--- src/rtl/video_window_timing_gen.sv ---
// video_window_timing_gen: raster timing generator for an arbitrary panel geometry.
// It fetches a WIN_W x WIN_H image from a 1-cycle synchronous RAM and replicates it
// SCALE times in both axes at (WIN_X0, WIN_Y0). A full-height white marker column
// is drawn on top. Sync, data enable, colour and frame_start share one 2-stage
// pipeline, and the RAM read is issued one cycle ahead of the output.
module video_window_timing_gen #(
    parameter int          H_ACTIVE     = 1366,
    parameter int          H_BLANK      = 50,
    parameter int          H_SYNC_START = 0,
    parameter int          H_SYNC_WIDTH = 25,
    parameter int          V_ACTIVE     = 767,
    parameter int          V_BLANK      = 12,
    parameter int          V_SYNC_START = 0,
    parameter int          V_SYNC_WIDTH = 6,
    parameter logic        SYNC_ACTIVE  = 1'b0,
    parameter int          WIN_W        = 100,
    parameter int          WIN_H        = 100,
    parameter int          WIN_X0       = 0,
    parameter int          WIN_Y0       = 0,
    parameter int          SCALE        = 4,
    parameter int          ADDR_W       = 14,
    parameter int          MARKER_COL   = 450,
    parameter logic        MARKER_EN    = 1'b1,
    parameter logic [23:0] BG_RGB       = 24'h000000
) (
    input  logic              clk,
    input  logic              rst_n,
    input  logic              run,
    input  logic [23:0]       pix_rgb,
    output logic [ADDR_W-1:0] pix_addr,
    output logic              pix_rd,
    output logic              hsync,
    output logic              vsync,
    output logic              de,
    output logic [7:0]        red,
    output logic [7:0]        green,
    output logic [7:0]        blue,
    output logic              frame_start
);

    localparam int H_TOTAL = H_ACTIVE + H_BLANK;
    localparam int V_TOTAL = V_ACTIVE + V_BLANK;
    localparam int XW      = $clog2(H_TOTAL);
    localparam int YW      = $clog2(V_TOTAL);
    localparam int SW      = (SCALE > 1) ? $clog2(SCALE) : 1;
    localparam int X_LAST  = H_TOTAL - 1;
    localparam int Y_LAST  = V_TOTAL - 1;
    localparam int WIN_X1  = WIN_X0 + WIN_W * SCALE;
    localparam int WIN_Y1  = WIN_Y0 + WIN_H * SCALE;
    localparam int HS_LO   = H_ACTIVE + H_SYNC_START;
    localparam int HS_HI   = HS_LO + H_SYNC_WIDTH;
    localparam int VS_LO   = V_ACTIVE + V_SYNC_START;
    localparam int VS_HI   = VS_LO + V_SYNC_WIDTH;

    localparam logic [SW-1:0]     SCALE_LAST = SW'(SCALE - 1);
    localparam logic [ADDR_W-1:0] ROW_STEP   = ADDR_W'(WIN_W);

    logic [XW-1:0]     x;
    logic [YW-1:0]     y;
    int                xi;
    int                yi;
    logic              line_end;
    logic              frame_end;
    logic              act0;
    logic              win_row0;
    logic              win_col0;
    logic              win0;
    logic              hs0;
    logic              vs0;
    logic              mk0;
    logic              fs0;

    logic [SW-1:0]     col_cnt;
    logic [SW-1:0]     row_cnt;
    logic [ADDR_W-1:0] addr_cur;
    logic [ADDR_W-1:0] row_base;

    logic              act1;
    logic              win1;
    logic              hs1;
    logic              vs1;
    logic              mk1;
    logic              fs1;
    logic              use_ram;
    logic [23:0]       rgb_hold;

    // Stage 0 decode of the raster position; the window is clipped to the active area
    always_comb begin
        xi        = int'(x);
        yi        = int'(y);
        line_end  = (xi == X_LAST);
        frame_end = line_end && (yi == Y_LAST);
        act0      = (xi < H_ACTIVE) && (yi < V_ACTIVE);
        win_row0  = (yi >= WIN_Y0) && (yi < WIN_Y1) && (yi < V_ACTIVE);
        win_col0  = (xi >= WIN_X0) && (xi < WIN_X1) && (xi < H_ACTIVE);
        win0      = win_row0 && win_col0;
        hs0       = (xi >= HS_LO) && (xi < HS_HI);
        vs0       = (yi >= VS_LO) && (yi < VS_HI);
        mk0       = MARKER_EN && act0 && (xi == MARKER_COL);
        fs0       = (x == '0) && (y == '0);
    end

    // Raster counters; they park on the last pixel of a frame until run is seen high
    always_ff @(posedge clk or negedge rst_n) begin
        if (!rst_n) begin
            x <= '0;
            y <= '0;
        end else if (frame_end) begin
            if (run) begin
                x <= '0;
                y <= '0;
            end
        end else if (line_end) begin
            x <= '0;
            y <= y + 1'b1;
        end else begin
            x <= x + 1'b1;
        end
    end

    // Incremental address: column sub-counter steps addr, line end reloads the row base
    always_ff @(posedge clk or negedge rst_n) begin
        if (!rst_n) begin
            col_cnt  <= '0;
            row_cnt  <= '0;
            addr_cur <= '0;
            row_base <= '0;
        end else if (frame_end) begin
            col_cnt  <= '0;
            row_cnt  <= '0;
            addr_cur <= '0;
            row_base <= '0;
        end else if (line_end) begin
            col_cnt <= '0;
            if (win_row0 && (row_cnt == SCALE_LAST)) begin
                row_cnt  <= '0;
                row_base <= row_base + ROW_STEP;
                addr_cur <= row_base + ROW_STEP;
            end else begin
                if (win_row0) begin
                    row_cnt <= row_cnt + 1'b1;
                end
                addr_cur <= row_base;
            end
        end else if (win0) begin
            if (col_cnt == SCALE_LAST) begin
                col_cnt  <= '0;
                addr_cur <= addr_cur + 1'b1;
            end else begin
                col_cnt <= col_cnt + 1'b1;
            end
        end
    end

    // RAM request, one cycle ahead of the output; the address holds between reads
    always_ff @(posedge clk or negedge rst_n) begin
        if (!rst_n) begin
            pix_rd   <= 1'b0;
            pix_addr <= '0;
        end else begin
            pix_rd <= win0;
            if (win0) begin
                pix_addr <= addr_cur;
            end
        end
    end

    // Stage 1 carries the decoded flags alongside the outstanding RAM read
    always_ff @(posedge clk or negedge rst_n) begin
        if (!rst_n) begin
            act1 <= 1'b0;
            win1 <= 1'b0;
            hs1  <= 1'b0;
            vs1  <= 1'b0;
            mk1  <= 1'b0;
            fs1  <= 1'b0;
        end else begin
            act1 <= act0;
            win1 <= win0;
            hs1  <= hs0;
            vs1  <= vs0;
            mk1  <= mk0;
            fs1  <= fs0;
        end
    end

    // Stage 2 output registers; RAM data arrives registered by the RAM itself this cycle
    always_ff @(posedge clk or negedge rst_n) begin
        if (!rst_n) begin
            hsync       <= ~SYNC_ACTIVE;
            vsync       <= ~SYNC_ACTIVE;
            de          <= 1'b0;
            frame_start <= 1'b0;
            use_ram     <= 1'b0;
            rgb_hold    <= 24'h000000;
        end else begin
            hsync       <= hs1 ? SYNC_ACTIVE : ~SYNC_ACTIVE;
            vsync       <= vs1 ? SYNC_ACTIVE : ~SYNC_ACTIVE;
            de          <= act1;
            frame_start <= fs1;
            use_ram     <= win1 && !mk1;
            if (mk1) begin
                rgb_hold <= 24'hFFFFFF;
            end else if (act1 && !win1) begin
                rgb_hold <= BG_RGB;
            end else begin
                rgb_hold <= 24'h000000;
            end
        end
    end

    assign {red, green, blue} = use_ram ? pix_rgb : rgb_hold;

endmodule

--- config.mk ---
export PLATFORM = sky130hd
export DESIGN_NAME = video_window_timing_gen
export DESIGN_NICKNAME = d
export VERILOG_FILES = /design/src/rtl/video_window_timing_gen.sv
export SDC_FILE = /design/constraint.sdc
export NUM_CORES = 1
export LEC_CHECK = 0
export BUFFER_PORTS_ARGS = -buffer_cell sky130_fd_sc_hd__buf_2
export CORE_MARGIN = 2
export CORE_UTILIZATION = 51
export CTS_CLUSTER_DIAMETER = 30
export DETAILED_ROUTE_END_ITERATION = 8
export MAX_ROUTING_LAYER = met4
export PLACE_DENSITY = 0.76
export SETUP_SLACK_MARGIN = 0.2
export SYNTH_ARGS = -nofsm -noshare
export SYNTH_HDL_FRONTEND = slang
export SYNTH_SLANG_ARGS = --single-unit
--- constraint.sdc ---
create_clock -name clk -period 2 [get_ports clk]
set_input_delay 0.1 -clock clk [delete_from_list [all_inputs] [get_ports clk]]
set_output_delay 0.1 -clock clk [all_outputs]
set_load 0.02 [all_outputs]
==> results.ini <==
[outcome]
status=finished, violations left
failing_checks=setup timing

[power_and_ir_drop]
power.share.sequential_pct=54.1
vdd_ir_drop_max_uv=269
leakage_component_of_the_power_nw=2.93
power_report.internal_total_mw=2.25
power.density_cell_area_mw_per_mm2=477
combinational_group_share_of_total_power_pct=2.2
swShare_pct=21.6
power.share.clock_pct=43.7
p_switching_mw=0.621

[yosys]
synth_edf_count=0
synth_seq_cells=77
synthArstFlopShare_pct=100
post-synth-top-area-fraction_pct=43.2
post-synth-top-area-cell=sky130_fd_sc_hd__dfrtp_1
synth.net_count=501
syn_area_mm2=0.00434
yosysWarnings=0
post_synthesis_cells=463
leading_register_cell_type_out_of_synthesis=sky130_fd_sc_hd__dfrtp_1
synth_cell_type_count=58
synth_sequential_area_ratio_pct=44.5
syn_area_per_cell_um2=9.37
post_synth_main_area_contributors=sky130_fd_sc_hd__dfrtp_1 (43%), sky130_fd_sc_hd__nand2_1 (6.6%), sky130_fd_sc_hd__xnor2_1 (3.8%), sky130_fd_sc_hd__mux2_2 (3.6%), sky130_fd_sc_hd__ha_1 (3.2%)

[layout]
mostFrequentLayoutCell=sky130_fd_sc_hd__nand2_1
area_growth_pct=38.9
nets=626
design_area_mm2=0.00603
final_layout_size_suffix_gt1_share_pct=44.9
layout_common_cells=sky130_fd_sc_hd__nand2_1 (72), sky130_fd_sc_hd__dfrtp_1 (68), sky130_fd_sc_hd__buf_2 (68)
ant_diodes=0

[floorplanning]
fp.dieArea_mm2=0.00926
die_height_um=96.3
initial_core_util_pct=52.8
placeableCoreArea_mm2=0.00822
fp.dieW_um=96.3
io_pins=70
num_rows=33

[hold_path]
hold-path-endpoint=y[0]$_DFFE_PN0P_
hold_path_class=primary input to flip-flop
hold_path.startpoint=run
whs_path_depth=4

[clock_tree]
cts_made_buffers=9
cts-root-buf=sky130_fd_sc_hd__clkbuf_8
worstSkewPairLatency_ns=0.36
clk_path_buf_depth=2
worst_setup_hold_path_clk_slew_ns=0.08
ctsHtreeMaxLevel=3
cts_tree=built
clock_sinks=77

[drt]
drc=0
vias_per_cell=6.09
finalWirelength_mm=13.4
routed_wire_length_per_instance_um=19.2
dr_total_vias=4249
route.top_layer_used=met4
routedLengthMet1_mm=5.31
dr.first_iter.drc_count=324
drt_pre_antenna_iters=5
met3_wirelength_mm=1.06
drt.antenna.violating_nets=0
metal2_wl_mm=6.58

[sta]
timing.final.max_slew_violations=0
share_of_the_clock_period_used_by_the_worst_path_after_layout_pct=101
tightest_slew_ns=0.624
min_period_ns=2.03
fin_worst_skew_ns=0.00885
timing.final.ws_setup_ns=-0.0293
rsz0062_at_grt=true
finalHoldViolations=0
worst_slew_margin_rel_pct=58.3
setup_viol_count_final=2
clock.fmax_mhz=493
hold_slack_ns=0.152

[grt]
pin_count_of_the_biggest_net_entering_global_routing=45
number_of_global_route_vias_before_repair=3595
globalRouteTotalUtil_pct=25.3
grt_overflow_total=0
first_pass_grt_wire_length_mm=17.4
antenna_found_initial=0

[place]
dpl_cell_area_mm2=0.00498
count_of_port_buffers_added_during_placement=69
detailedPlace.worstSlack_ns=0.0193
hpwl_mm=7.18
gp_congestion=0.926

[worst_setup_path]
critical_path.reg2reg.startpoint=x[5]$_DFFE_PN0P_
setup.worst_path.start_class=flip-flop
reg2reg_slack_ns=-0.03
worstSetupPathType=flip-flop to flip-flop
critical_path.max_fanout=6
end_kind=flip-flop
r2r_end=addr_cur[7]$_DFFE_PN0P_
worst-endpoint-required_ns=2.28
cp_data_arrival_time_ns=2.31
worst-r2r-cell-count=7

[run]
drv.max_cap_violation_count=0

cells in the mapped netlist, types with 3 or more instances:
| cell | count |
|---|---|
| sky130_fd_sc_hd__and2_1 | 4 |
| sky130_fd_sc_hd__nand2_1 | 76 |
| sky130_fd_sc_hd__nor2b_1 | 3 |
| sky130_fd_sc_hd__buf_6 | 4 |
| sky130_fd_sc_hd__nand2b_1 | 3 |
| sky130_fd_sc_hd__nand3_1 | 23 |
| sky130_fd_sc_hd__nor3_1 | 7 |
| sky130_fd_sc_hd__dfrtp_1 | 75 |
| sky130_fd_sc_hd__mux2_2 | 14 |
| sky130_fd_sc_hd__mux2i_1 | 9 |
| sky130_fd_sc_hd__ha_1 | 11 |
| sky130_fd_sc_hd__inv_1 | 17 |
| sky130_fd_sc_hd__o31ai_1 | 5 |
| sky130_fd_sc_hd__nor4_1 | 8 |
| sky130_fd_sc_hd__clkbuf_1 | 19 |
| sky130_fd_sc_hd__xnor2_1 | 19 |
| sky130_fd_sc_hd__a21oi_1 | 25 |
| sky130_fd_sc_hd__nor2_1 | 28 |
| sky130_fd_sc_hd__o21ai_1 | 12 |
| sky130_fd_sc_hd__o21ai_0 | 21 |
| sky130_fd_sc_hd__nor4_4 | 3 |
| sky130_fd_sc_hd__xor2_1 | 10 |
| sky130_fd_sc_hd__nand4_1 | 9 |
| sky130_fd_sc_hd__buf_2 | 7 |
| sky130_fd_sc_hd__and3_1 | 8 |
layout make-up:
| class | instances | area (um^2) |
|---|---|---|
| multi-input cells | 338 | 2650 |
| flip-flops and latches | 77 | 1940 |
| clock inverters | 4 | 45.0 |
| inverters | 17 | 63.8 |
| well taps | 105 | 131 |
| clock buffers | 12 | 165 |
| fillers | 508 | 2190 |
| repair buffers | 145 | 1030 |
logic make-up (layout without fill, tap and decap cells):
family	count (synthesis)	count (layout)	share of synthesized area (%)
AO/OA/AOI/OAI	86	86	13.1
XOR/XNOR	29	29	5.85
adder cells (fa/ha/maj)	11	11	3.17
buffers and inverters	49	178	5.30
flip-flops	77	77	44.5
multiplexers	24	24	6.05
AND/OR/NAND/NOR	187	188	22.1
power groups by stage:
stage	Sequential, mW	Clock (mW)	Combinational (mW)
after floorplan	1.59	0	0.0000344
after global placement	1.59	0	0.0623
after detailed placement	1.59	0	0.0633
after CTS	1.56	1.25	0.0653
after global routing	1.56	1.32	0.0743
final	1.56	1.26	0.0633
registers in the layout (all words and copies together), names as in the netlist, 2 cells and up:
name and cells:
addr_cur 14, pix_addr 14, row_base 12, x 11
y 10, col_cnt 2, row_cnt 2
layer usage:
layer | track usage (%) | vias up
met4 | 8.93 | 0
met1 | 31.5 | 2089
met2 | 41.0 | 248
met5 | - | -
li1 | - | 1861
met3 | 5.25 | 51
worst max path at each step:
stage | from | endpoint | slack [ns] | cells after the start
after floorplan | x[1]$_DFFE_PN0P_ | row_base[5]$_DFFE_PN0P_ | 0.09 | 7
after global placement | y[5]$_DFFE_PN0P_ | addr_cur[10]$_DFFE_PN0P_ | 0.00005 | 7
after detailed placement | x[4]$_DFFE_PN0P_ | addr_cur[7]$_DFFE_PN0P_ | 0.02 | 6
after CTS | x[5]$_DFFE_PN0P_ | y[9]$_DFFE_PN0P_ | 0.06 | 6
after global routing | addr_cur[2]$_DFFE_PN0P_ | addr_cur[13]$_DFFE_PN0P_ | -0.11 | 5
final | x[5]$_DFFE_PN0P_ | addr_cur[7]$_DFFE_PN0P_ | -0.03 | 7
worst max-delay path, stage by stage, from the launching register on:
cell and delay [ns]:
sky130_fd_sc_hd__dfrtp_1 0.39, sky130_fd_sc_hd__buf_4 0.16, sky130_fd_sc_hd__o311ai_4 0.34, sky130_fd_sc_hd__o2111ai_2 0.20
sky130_fd_sc_hd__buf_6 0.19, sky130_fd_sc_hd__nor3_4 0.20, sky130_fd_sc_hd__mux2_4 0.34, sky130_fd_sc_hd__nor2_1 0.13
through the flow:
stage	power, mW	setup TNS (ns)	std cells	utilization (%)
floorplan	1.59	0	463	-
global placement	1.65	0	642	60.7
detailed placement	1.65	0	642	60.7
CTS	2.87	0	681	67.4
global route	2.95	-0.250	698	73.4
finish	2.87	-0.0294	698	73.4
what timing repair did:
action                                  CTS  global route
hold buffers                              1             0
endpoints found under the setup margin   44            80
resized for setup                        43            91
pin swaps                                15            25
endpoints found under the hold margin    42             0
buffers inserted                         21            15
cloned                                    1             2
Power figures use the tool's default switching activity.
